`src/rtl/powlib_packup.sv`:
```
// Width up-converter: packs R consecutive W-bit beats into one W*R-bit word.
// A wrlast beat closes a partial word early. The output word is registered.
module powlib_packup #(
   parameter int unsigned W    = 16,
   parameter int unsigned R    = 4,
   parameter int          EDBG = 0,
   parameter              ID   = "PACKUP"
) (
   input  logic           clk,
   input  logic           rst,
   input  logic [W-1:0]   wrdata,
   input  logic           wrlast,
   input  logic           wrvld,
   output logic           wrrdy,
   output logic [W*R-1:0] rddata,
   output logic [R-1:0]   rdmask,
   output logic           rdlast,
   output logic           rdvld,
   input  logic           rdrdy
);

   localparam int unsigned CW = $clog2(R);

   if (EDBG != 0) begin : g_dbg
      $info("%s: packup R=%0d", ID, R);
      if (R < 2) begin : g_bad_r
         $fatal(1, "%s: R=%0d must be at least 2", ID, R);
      end
   end

   logic [W*R-1:0] acc_q, acc_d;
   logic [R-1:0]   amask_q, amask_d;
   logic [CW-1:0]  cnt_q, cnt_d;
   logic [W*R-1:0] rddata_q, rddata_d;
   logic [R-1:0]   rdmask_q, rdmask_d;
   logic           rdlast_q, rdlast_d;
   logic           rdvld_q, rdvld_d;

   logic           wrinc;
   logic           done;
   logic [W*R-1:0] word;
   logic [R-1:0]   word_mask;

   // Output register is free when empty or being drained this cycle.
   assign wrrdy = !rdvld_q || rdrdy;
   assign wrinc = wrvld && wrrdy;
   assign done  = wrinc && ((cnt_q == CW'(R - 1)) || wrlast);

   always_comb begin
      word                       = acc_q;
      word[W*int'(cnt_q) +: W]   = wrdata;
      word_mask                  = amask_q | (R'(1) << cnt_q);
   end

   always_comb begin
      acc_d    = acc_q;
      amask_d  = amask_q;
      cnt_d    = cnt_q;
      rddata_d = rddata_q;
      rdmask_d = rdmask_q;
      rdlast_d = rdlast_q;
      rdvld_d  = rdvld_q && !rdrdy;
      if (done) begin
         // Accumulator is zero above cnt, so an early close leaves upper lanes 0.
         rddata_d = word;
         rdmask_d = word_mask;
         rdlast_d = wrlast;
         rdvld_d  = 1'b1;
         acc_d    = '0;
         amask_d  = '0;
         cnt_d    = '0;
      end else if (wrinc) begin
         acc_d    = word;
         amask_d  = word_mask;
         cnt_d    = cnt_q + 1'b1;
      end
   end

   always_ff @(posedge clk or negedge rst) begin
      if (!rst) begin
         acc_q    <= '0;
         amask_q  <= '0;
         cnt_q    <= '0;
         rddata_q <= '0;
         rdmask_q <= '0;
         rdlast_q <= 1'b0;
         rdvld_q  <= 1'b0;
      end else begin
         acc_q    <= acc_d;
         amask_q  <= amask_d;
         cnt_q    <= cnt_d;
         rddata_q <= rddata_d;
         rdmask_q <= rdmask_d;
         rdlast_q <= rdlast_d;
         rdvld_q  <= rdvld_d;
      end
   end

   assign rddata = rddata_q;
   assign rdmask = rdmask_q;
   assign rdlast = rdlast_q;
   assign rdvld  = rdvld_q;

endmodule

```
`config.mk`:
```
export PLATFORM = sky130hd
export DESIGN_NAME = powlib_packup
export DESIGN_NICKNAME = d
export VERILOG_FILES = /design/src/rtl/powlib_packup.sv
export SDC_FILE = /design/constraint.sdc
export NUM_CORES = 1
export LEC_CHECK = 0
export CAP_MARGIN = 20
export CORE_MARGIN = 2
export CORE_UTILIZATION = 30
export CTS_CLUSTER_DIAMETER = 120
export DETAILED_ROUTE_END_ITERATION = 8
export PLACE_DENSITY = 0.56
export SLEW_MARGIN = 10
export SYNTH_ARGS = -nofsm -noshare
export SYNTH_HDL_FRONTEND = slang
export SYNTH_SLANG_ARGS = --single-unit
```
`constraint.sdc`:
```
create_clock -name clk -period 2.47 [get_ports clk]
set_clock_uncertainty 0.1 [all_clocks]
set_input_delay 0.3705 -clock clk [delete_from_list [all_inputs] [get_ports clk]]
set_output_delay 0.3705 -clock clk [all_outputs]
set_load 0.03 [all_outputs]
```
==> metrics.csv <==
metric;value;unit
dieArea;22220;µm²
n_fill_cell;2039;
htreeDepth;4;
vias;5196;
drt-total-wl;18.73;mm
row_count;53;
ir_worst_vdd;0.5723;mV
routed_via_density;5.666;
synth-seq-cells;140;
clockBufferDepth;2;
ctsHoldBuffers;1;
gp_congestion;0.7542;
firstDrtPassIters;5;
min_path_type;input pin to async pin;
postCtsSetupRepairBufs;0;
n_antenna_cell;0;
antenna_found_initial;0;
io_pins;92;
crit_fanout;16;
fp.coreArea;20820;µm²
setup_viol;0;
drc;0;
dpl.hpwl;11.88;mm
status;finished clean;
p_int;5.434;mW
path_buf_inv;1;
cp-end-kind;flip-flop;
clkSlewWorstSetupHoldPaths;0.06;ns
wire_per_inst;20.43;µm
fmax;438.3;MHz
p_sw_frac;0.3260;
multiInputGateArea;2422;µm²
yosysWarnings;0;
grt_usage;0.1719;
max_stage_delay;0.71;ns
syn_inst;569;
avgSynthCellArea;11.10;µm²
dieWidth;149.1;µm
drv_slew;0;
arrival;2.54;ns
initial_core_util;0.3032;
fin_total_pwr;8.062;mW
synth_seq_area_share;0.5549;
drive_gt1_frac;0.1121;
grt_remaining_overflow;0;
crit_required;2.73;ns
die_h;149.1;µm
power_density;989.0;nW/µm²
clkSinkCount;140;
synth_ff_type;dfrtp_1;
grt_max_degree;75;
insertion_delay;0.43;ns
cts_root_buf;clkbuf_16;
drt_iter0_drc;568;
hold-worst-slack;0.2854;ns
cts_resized;0;
hold_viol;0;
numCtsBuffers;17;
ys_types;35;
final_net_count;659;
final.period_utilization;0.9236;
tightest_slew;0.8377;ns
seq_area;3503;µm²
clkPwrFrac;0.360;
share_comb_of_total_power;0.287;
synth_edf_count;0;
crit_path_start_kind;flip-flop;
ant_nets;0;
io_buffers;91;
grt_first_pass_wirelength;29.26;mm
syn-num-nets;598;
leakagePower;3.340;nW
maxCapViolations;0;
grt_pass1_vias;5060;
crit_chain;inv_1, ha_1, nor4b_4, and2_0, a32o_1;
crit_slowest_cell;and2_0;
final_util;0.3915;
path_class;flip-flop to flip-flop;
layout_min_cycle_time;2.281;ns
area_growth;29.11;%
setup_tns;0;ns
pwr-share-seq;0.352;
slew_headroom;0.4412;
async_flop_share;1.000;
synth_area;6314;µm²
cts_tree;yes;
crit_family;simple AND/OR/NAND/NOR gates;
grt_setup_unrepaired;no;
p_switching;2.629;mW
-- per-layer routing --
| metal | vias up | GRT usage | part of all wire |
|---|---|---|---|
| met2 | 163 | 0.2671 | 0.47 |
| met5 | - | 0 | 0 |
| met4 | 0 | 0.05476 | 0.017 |
| met1 | 2686 | 0.2367 | 0.46 |
| li1 | 2321 | - | - |
| met3 | 26 | 0.04251 | 0.054 |
-- kinds of logic (layout without fill, tap and decap cells) --
family / count (synthesis) / in the layout / share of synthesized area
AOI/OAI and AO/OA: 273 / 273 / 0.2989
buffers and inverters: 85 / 158 / 0.06242
muxes: 1 / 1 / 0.001783
and+or+nand+nor: 62 / 62 / 0.06619
DFF: 140 / 140 / 0.5549
adders and majority gates: 8 / 8 / 0.01585
-- final cells by class --
class | instances | area share
Timing Repair Buffer | 121 | 0.1469
Sequential cell | 140 | 0.4298
Clock inverter | 12 | 0.02686
Tap cell | 275 | 0.04221
Clock buffer | 19 | 0.05434
Inverter | 6 | 0.002763
Multi-Input combinational cell | 344 | 0.2972
-- power groups by stage --
| stage | clock network (mW) | registers, mW | logic (mW) |
|---|---|---|---|
| floorplan | 0 | 3.41 | 0.806 |
| global placement | 0 | 2.88 | 2.29 |
| detailed placement | 0 | 2.88 | 2.32 |
| CTS | 2.93 | 2.85 | 2.33 |
| global route | 3.05 | 2.89 | 2.49 |
| finish | 2.90 | 2.84 | 2.32 |
-- Yosys cell counts, types with 2 or more instances --
library cell,n,area share
dfrtp_1,140,0.55
a31oi_1,86,0.085
a21oi_1,84,0.067
a22o_1,35,0.049
nor2b_1,34,0.034
a32o_1,31,0.049
buf_2,25,0.020
clkbuf_1,25,0.015
a22oi_1,18,0.021
a32oi_1,14,0.019
buf_1,13,0.0077
clkbuf_2,11,0.0087
ha_1,8,0.016
nor2_1,8,0.0048
inv_1,6,0.0036
and2_1,3,0.0030
buf_6,3,0.0054
o211ai_2,3,0.0059
and2_0,2,0.0020
and4_1,2,0.0028
buf_4,2,0.0024
nand2_1,2,0.0012
nor3_2,2,0.0032
-- metrics by stage --
step,instances,instance area (µm²),setup slack (ns)
final,917,8152,0.1886
after detailed placement,885,7480,0.1986
after global placement,885,7480,0.3242
after CTS,917,8152,0.1903
after global routing,917,8152,0.05458
after floorplan,569,6314,0.3035
-- worst paths after layout --
path / to / cells past startpoint / start / slack, ns
hold / removal: rddata[52]$_DFFE_PN0P_ / 2 / rst / 0.29
setup / recovery: acc_q[43]$_DFFE_PN0P_ / 5 / cnt_q[0]$_DFFE_PN0P_ / 0.19
min in group clk: amask_q[2]$_DFFE_PN0P_ / 3 / wrvld / 0.34
hold reg to reg: acc_q[32]$_DFFE_PN0P_ / 1 / acc_q[32]$_DFFE_PN0P_ / 0.38
setup reg to reg: acc_q[43]$_DFFE_PN0P_ / 5 / cnt_q[0]$_DFFE_PN0P_ / 0.19
max in group asynchronous: rddata[21]$_DFFE_PN0P_ / 3 / rst / 1.20
-- flip-flops by register name (all words and copies together), names as in the netlist --
name and cells:
cnt_q 2, rddata 64, rdlast 1, rdvld 1, rdmask 4, amask_q 4, acc_q 64
-- worst reg2reg max path: cells and delay by family, from the launching register on --
family          cells  cell delay [ns]
simple gates        2             0.95
compound gates      1             0.28
flops               1             0.36
fa+ha+maj           1             0.41
buf+inv             1             0.11
-- layout by cell type (no fill, tap or decap), types with 5 or more instances in the layout --
| cell type | count |
|---|---|
| a21oi_1 | 84 |
| a22o_1 | 35 |
| a22oi_1 | 18 |
| a31oi_1 | 86 |
| a32o_1 | 31 |
| a32oi_1 | 14 |
| buf_12 | 5 |
| buf_4 | 24 |
| bufinv_16 | 6 |
| clkbuf_16 | 17 |
| clkdlybuf4s50_1 | 89 |
| dfrtp_1 | 140 |
| ha_1 | 8 |
| inv_1 | 5 |
| nor2_1 | 8 |
| nor2b_1 | 34 |
No activity file was read; power rests on OpenSTA's default activity.
